**src/rtl/instr_encoder.sv**
```systemverilog
// instr_encoder: encodes MIPS operations into 32-bit words and queues {instr, addr} in a FIFO
module instr_encoder #(
   parameter int          DEPTH     = 4,
   parameter logic [31:0] BASE_ADDR = 32'h0000_3000
) (
   input  logic                     clk,
   input  logic                     reset,
   input  logic                     in_valid,
   output logic                     in_ready,
   input  logic [6:0]               in_order,
   input  logic [4:0]               in_rs,
   input  logic [4:0]               in_rt,
   input  logic [4:0]               in_rd,
   input  logic [15:0]              in_imm,
   input  logic [25:0]              in_target,
   output logic                     out_valid,
   input  logic                     out_ready,
   output logic [31:0]              out_instr,
   output logic [31:0]              out_addr,
   output logic [$clog2(DEPTH):0]   count,
   output logic                     err
);
   localparam int AW = $clog2(DEPTH);
   localparam logic [AW:0] FULL = (AW+1)'(DEPTH);
   logic [63:0]   mem_q [DEPTH];
   logic [AW-1:0] wr_ptr_q, rd_ptr_q;
   logic [AW:0]   count_q, count_d;
   logic [31:0]   addr_q;
   logic          err_q;
   logic [31:0]   enc_word;
   logic          illegal;
   logic          push, pop;
   assign in_ready  = count_q != FULL;
   assign out_valid = count_q != '0;
   assign push      = in_valid && in_ready;
   assign pop       = out_valid && out_ready;
   assign out_instr = out_valid ? mem_q[rd_ptr_q][63:32] : '0;
   assign out_addr  = out_valid ? mem_q[rd_ptr_q][31:0] : '0;
   assign count     = count_q;
   assign err       = err_q;
   // Encode the request; unused fields never reach the word, illegal orders encode as zero
   always_comb begin
      enc_word = '0;
      illegal  = 1'b0;
      case (in_order)
         7'd0:    enc_word = '0;
         7'd1:    enc_word = {6'd0, in_rs, in_rt, in_rd, 5'd0, 6'd33};
         7'd2:    enc_word = {6'd0, in_rs, in_rt, in_rd, 5'd0, 6'd35};
         7'd3:    enc_word = {6'd13, in_rs, in_rt, in_imm};
         7'd4:    enc_word = {6'd15, 5'd0, in_rt, in_imm};
         7'd5:    enc_word = {6'd35, in_rs, in_rt, in_imm};
         7'd6:    enc_word = {6'd43, in_rs, in_rt, in_imm};
         7'd7:    enc_word = {6'd4, in_rs, in_rt, in_imm};
         7'd8:    enc_word = {6'd2, in_target};
         7'd9:    enc_word = {6'd3, in_target};
         7'd10:   enc_word = {6'd0, in_rs, 15'd0, 6'd8};
         default: illegal  = 1'b1;
      endcase
   end
   // Occupancy follows the net effect of enqueue and dequeue
   always_comb begin
      count_d = (push && !pop) ? count_q + (AW+1)'(1) :
                (pop && !push) ? count_q - (AW+1)'(1) : count_q;
   end
   // Control state: pointers, occupancy, address counter and sticky error
   always_ff @(posedge clk) begin
      if (reset) begin
         wr_ptr_q <= '0;
         rd_ptr_q <= '0;
         count_q  <= '0;
         addr_q   <= BASE_ADDR;
         err_q    <= 1'b0;
      end else begin
         count_q <= count_d;
         if (push) begin
            wr_ptr_q <= wr_ptr_q + AW'(1);
            addr_q   <= addr_q + 32'd4;
            err_q    <= err_q | illegal;
         end
         if (pop) rd_ptr_q <= rd_ptr_q + AW'(1);
      end
   end
   // Storage holds the word computed at enqueue time alongside its address
   always_ff @(posedge clk) begin
      if (push && !reset) mem_q[wr_ptr_q] <= {enc_word, addr_q};
   end
endmodule

```
**config.mk**
```make
export PLATFORM = sky130hd
export DESIGN_NAME = instr_encoder
export DESIGN_NICKNAME = d
export VERILOG_FILES = /design/src/rtl/instr_encoder.sv
export SDC_FILE = /design/constraint.sdc
export NUM_CORES = 1
export LEC_CHECK = 0
export BUFFER_PORTS_ARGS = -buffer_cell sky130_fd_sc_hd__buf_2
export CORE_MARGIN = 3
export CORE_UTILIZATION = 52
export DETAILED_ROUTE_END_ITERATION = 10
export PLACE_DENSITY = 0.83
export SKIP_LAST_GASP = 1
export SLEW_MARGIN = 25
export SYNTH_ARGS = -nofsm -noshare
export SYNTH_HDL_FRONTEND = slang
export SYNTH_SLANG_ARGS = --single-unit
export TNS_END_PERCENT = 20
```
**constraint.sdc**
```tcl
create_clock -name clk -period 3.1 [get_ports clk]
set_input_delay 0.155 -clock clk [delete_from_list [all_inputs] [get_ports clk]]
set_output_delay 0.155 -clock clk [all_outputs]
set_load 0.03 [all_outputs]
```
==> results.json <==
{
  "grt_setup_unrepaired": "false",
  "synth-seq-cells": 284,
  "critical-path-top-delay-family": "flip-flops",
  "worst_ep_required_time_ns": 2.94,
  "async_flop_share": 0,
  "slowest_stage": "dfxtp_4",
  "crit_buf_inv": 2,
  "setup_slack_ns": 0.467,
  "worstSkewPairLatency_ns": 0.53,
  "worstHoldPathCells": 2,
  "clk_path_buf_depth": 3,
  "overflow": 0,
  "antenna_cells": 0,
  "cts-root-buf": "clkbuf_16",
  "postRouteAntennaNets": 0,
  "route.detailed.drc": 0,
  "yosysWarnings": 0,
  "fmax_ghz": 0.380,
  "grt_pass1_vias": 6697,
  "worst_slew_pin_slew_ns": 0.943,
  "vdd_ir_drop_max_uv": 989,
  "io_pins": 138,
  "core_um2": 21900,
  "synth_edf_count": 244,
  "place_inst": 1072,
  "ys_seq_area_frac": 0.700,
  "skew_ns": 0.00525,
  "fp.dieH_um": 155,
  "cp-end-kind": "output pin",
  "final_cell_mix": "244 x edfxtp_1, 134 x buf_2, 63 x and2_1, 61 x mux4_2, 38 x dfxtp_1",
  "setup_viol": 0,
  "cts_max_level": 1,
  "num_rows": 54,
  "p_leak_nw": 4.71,
  "maxSlewHeadroom": 0.371,
  "drt-vias-per-instance": 5.94,
  "status": "completed",
  "drv_cap": 0,
  "place_hpwl_um": 15400,
  "power.density_nw_per_um2": 832,
  "dieArea_um2": 24200,
  "post-route-min-period_ns": 2.63,
  "n_fill_cell": 1537,
  "slew_viol_final": 0,
  "fin_crit_sh": 0.849,
  "crit_type": "register to output pin",
  "cp_data_arrival_time_ns": 2.48,
  "crit_path_max_incr_delay_ns": 0.65,
  "cts.clk_slew.worst_paths_ns": 0.06,
  "post_drt_wl_per_cell_um": 21.5,
  "cp_cell_sequence": "buf_12 -> mux4_2 -> and2_1 -> buf_2",
  "syn_inst": 685,
  "syn-cell-area_um2": 11600,
  "drt_iter0_markers": 598,
  "syn-mean-instance-area_um2": 17.0,
  "final_nets": 906,
  "antenna_found_initial": 0,
  "portBuffers": 134,
  "dieWidth_um": 155,
  "grt_max_degree": 64,
  "cts.sinks": 284,
  "hold_viol": 0,
  "cp_num_cells": 4,
  "first_pass_iters": 5,
  "cts_tree": "built",
  "wirelength_um": 24300,
  "final_common_cell": "edfxtp_1",
  "setup-tns-final_ns": 0,
  "cts_buffers": 28,
  "initial_core_util": 0.531,
  "post_cts_resized": 0,
  "area_growth_pct": 17.3,
  "gp_congestion": 0.757,
  "startpoint_type": "register",
  "preCtsSetupSlack_ns": 0.486,
  "drive_gt1_frac": 0.311,
  "crit_path_max_fanout": 28,
  "synth.distinct_cells": 48,
  "track_usage": 0.202,
  "vias": 6725,
  "fin_cells": 1133,
  "min_path_type": "input port to register",
  "r2r_cells": 6,
  "grt_pass1_wl_um": 38200,
  "synthFlopType": "edfxtp_1",
  "fin_util": 0.622
}
[report_power, final]
group	total [mW]	leakage [nW]	switching, mW	internal (mW)
registers	4.56	2.54	0.187	4.37
clock network	3.33	0.450	1.36	1.98
logic	3.44	1.72	2.17	1.27
[sequential cells by signal, indices dropped and copies added (netlist names), named ones only]
| signal | flops |
|---|---|
| addr_q | 30 |
| count | 3 |
| err | 1 |
| mem_q | 244 |
| rd_ptr_q | 2 |
| wr_ptr_q | 2 |
[area by class of cell]
type,instances,area (µm²),area share
Tap cell,280,350,0.0257
Clock buffer,34,754,0.0554
Sequential cell,284,8130,0.597
Inverter,13,48.8,0.00358
Timing Repair Buffer,159,906,0.0665
Multi-Input combinational cell,345,3260,0.239
Clock inverter,18,168,0.0123
[path summary, 6_finish.rpt]
| kind | from | slack, ns | end |
|---|---|---|---|
| min reg2reg | err | 0.48 | err |
| max reg2reg | count[0] | 0.52 | mem_q[3][34] |
| max | register | 0.47 | out_addr[3] |
| min | in_target[24] | 0.01 | mem_q[3][56] |
[cell usage after synthesis, drive strengths merged (2+ instances only)]
| cell type | n | area, µm² |
|---|---|---|
| and4 | 4 | 35.0 |
| and2 | 67 | 419 |
| xor2 | 11 | 96.3 |
| nor4 | 5 | 37.5 |
| edfxtp | 244 | 7330 |
| nor2 | 25 | 93.8 |
| a222oi | 5 | 50.1 |
| nand2 | 16 | 60.1 |
| o22ai | 2 | 12.5 |
| nand3 | 16 | 80.1 |
| nor3 | 2 | 15.0 |
| o31a | 2 | 17.5 |
| o31ai | 14 | 105 |
| o21ai | 6 | 30.0 |
| buf | 16 | 90.1 |
| o21a | 4 | 30.0 |
| nor3b | 2 | 15.0 |
| clkbuf | 29 | 109 |
| nand4 | 10 | 75.1 |
| xnor2 | 6 | 52.6 |
| mux4 | 61 | 1370 |
| ha | 6 | 75.1 |
| and3 | 4 | 26.3 |
| a221o | 2 | 20.0 |
| inv | 13 | 48.8 |
| or4 | 16 | 124 |
| dfxtp | 40 | 801 |
| a22o | 17 | 149 |
| or3 | 8 | 50.1 |
| a21oi | 22 | 110 |
[cell families (layout without fill, tap and decap cells)]
kind of cell,after synthesis,after routing,share of synthesized area
flops,284,284,0.700
simple gates,178,178,0.0907
compound gates,78,78,0.0477
mux,62,62,0.119
buf+inv,58,224,0.0213
xor+xnor,17,17,0.0128
fa+ha+maj,7,7,0.00819
other cells,1,3,0.000323
[worst register-to-register path: cells and delay by family (launching register included)]
family | cells | cell delay, ns
buf+inv | 2 | 0.50
flops | 1 | 0.44
simple gates | 4 | 1.32
[routing by layer]
metal,track usage,vias up,wire (µm)
met5,0,-,0
met4,0.0596,0,607
met3,0.0339,42,1840
met2,0.326,309,11800
met1,0.289,3360,10100
li1,-,3014,-
[repair_timing]
item	in CTS	in global routing
hold buffers	9	0
endpoints found under the hold margin	19	0
setup buffers	0	0
[per-stage QoR]
step / hold slack (ns) / power [mW] / instance area [µm²]
6_report: 0.0131 / 11.3 / 13600
2_1_floorplan: 0.312 / 7.09 / 11600
4_1_cts: 0.00524 / 11.5 / 13600
3_5_place_dp: 0.456 / 8.10 / 12600
3_3_place_gp: 0.457 / 8.04 / 12600
5_1_grt: 0.0125 / 11.8 / 13600
No activity file was read; power rests on OpenSTA's default activity.
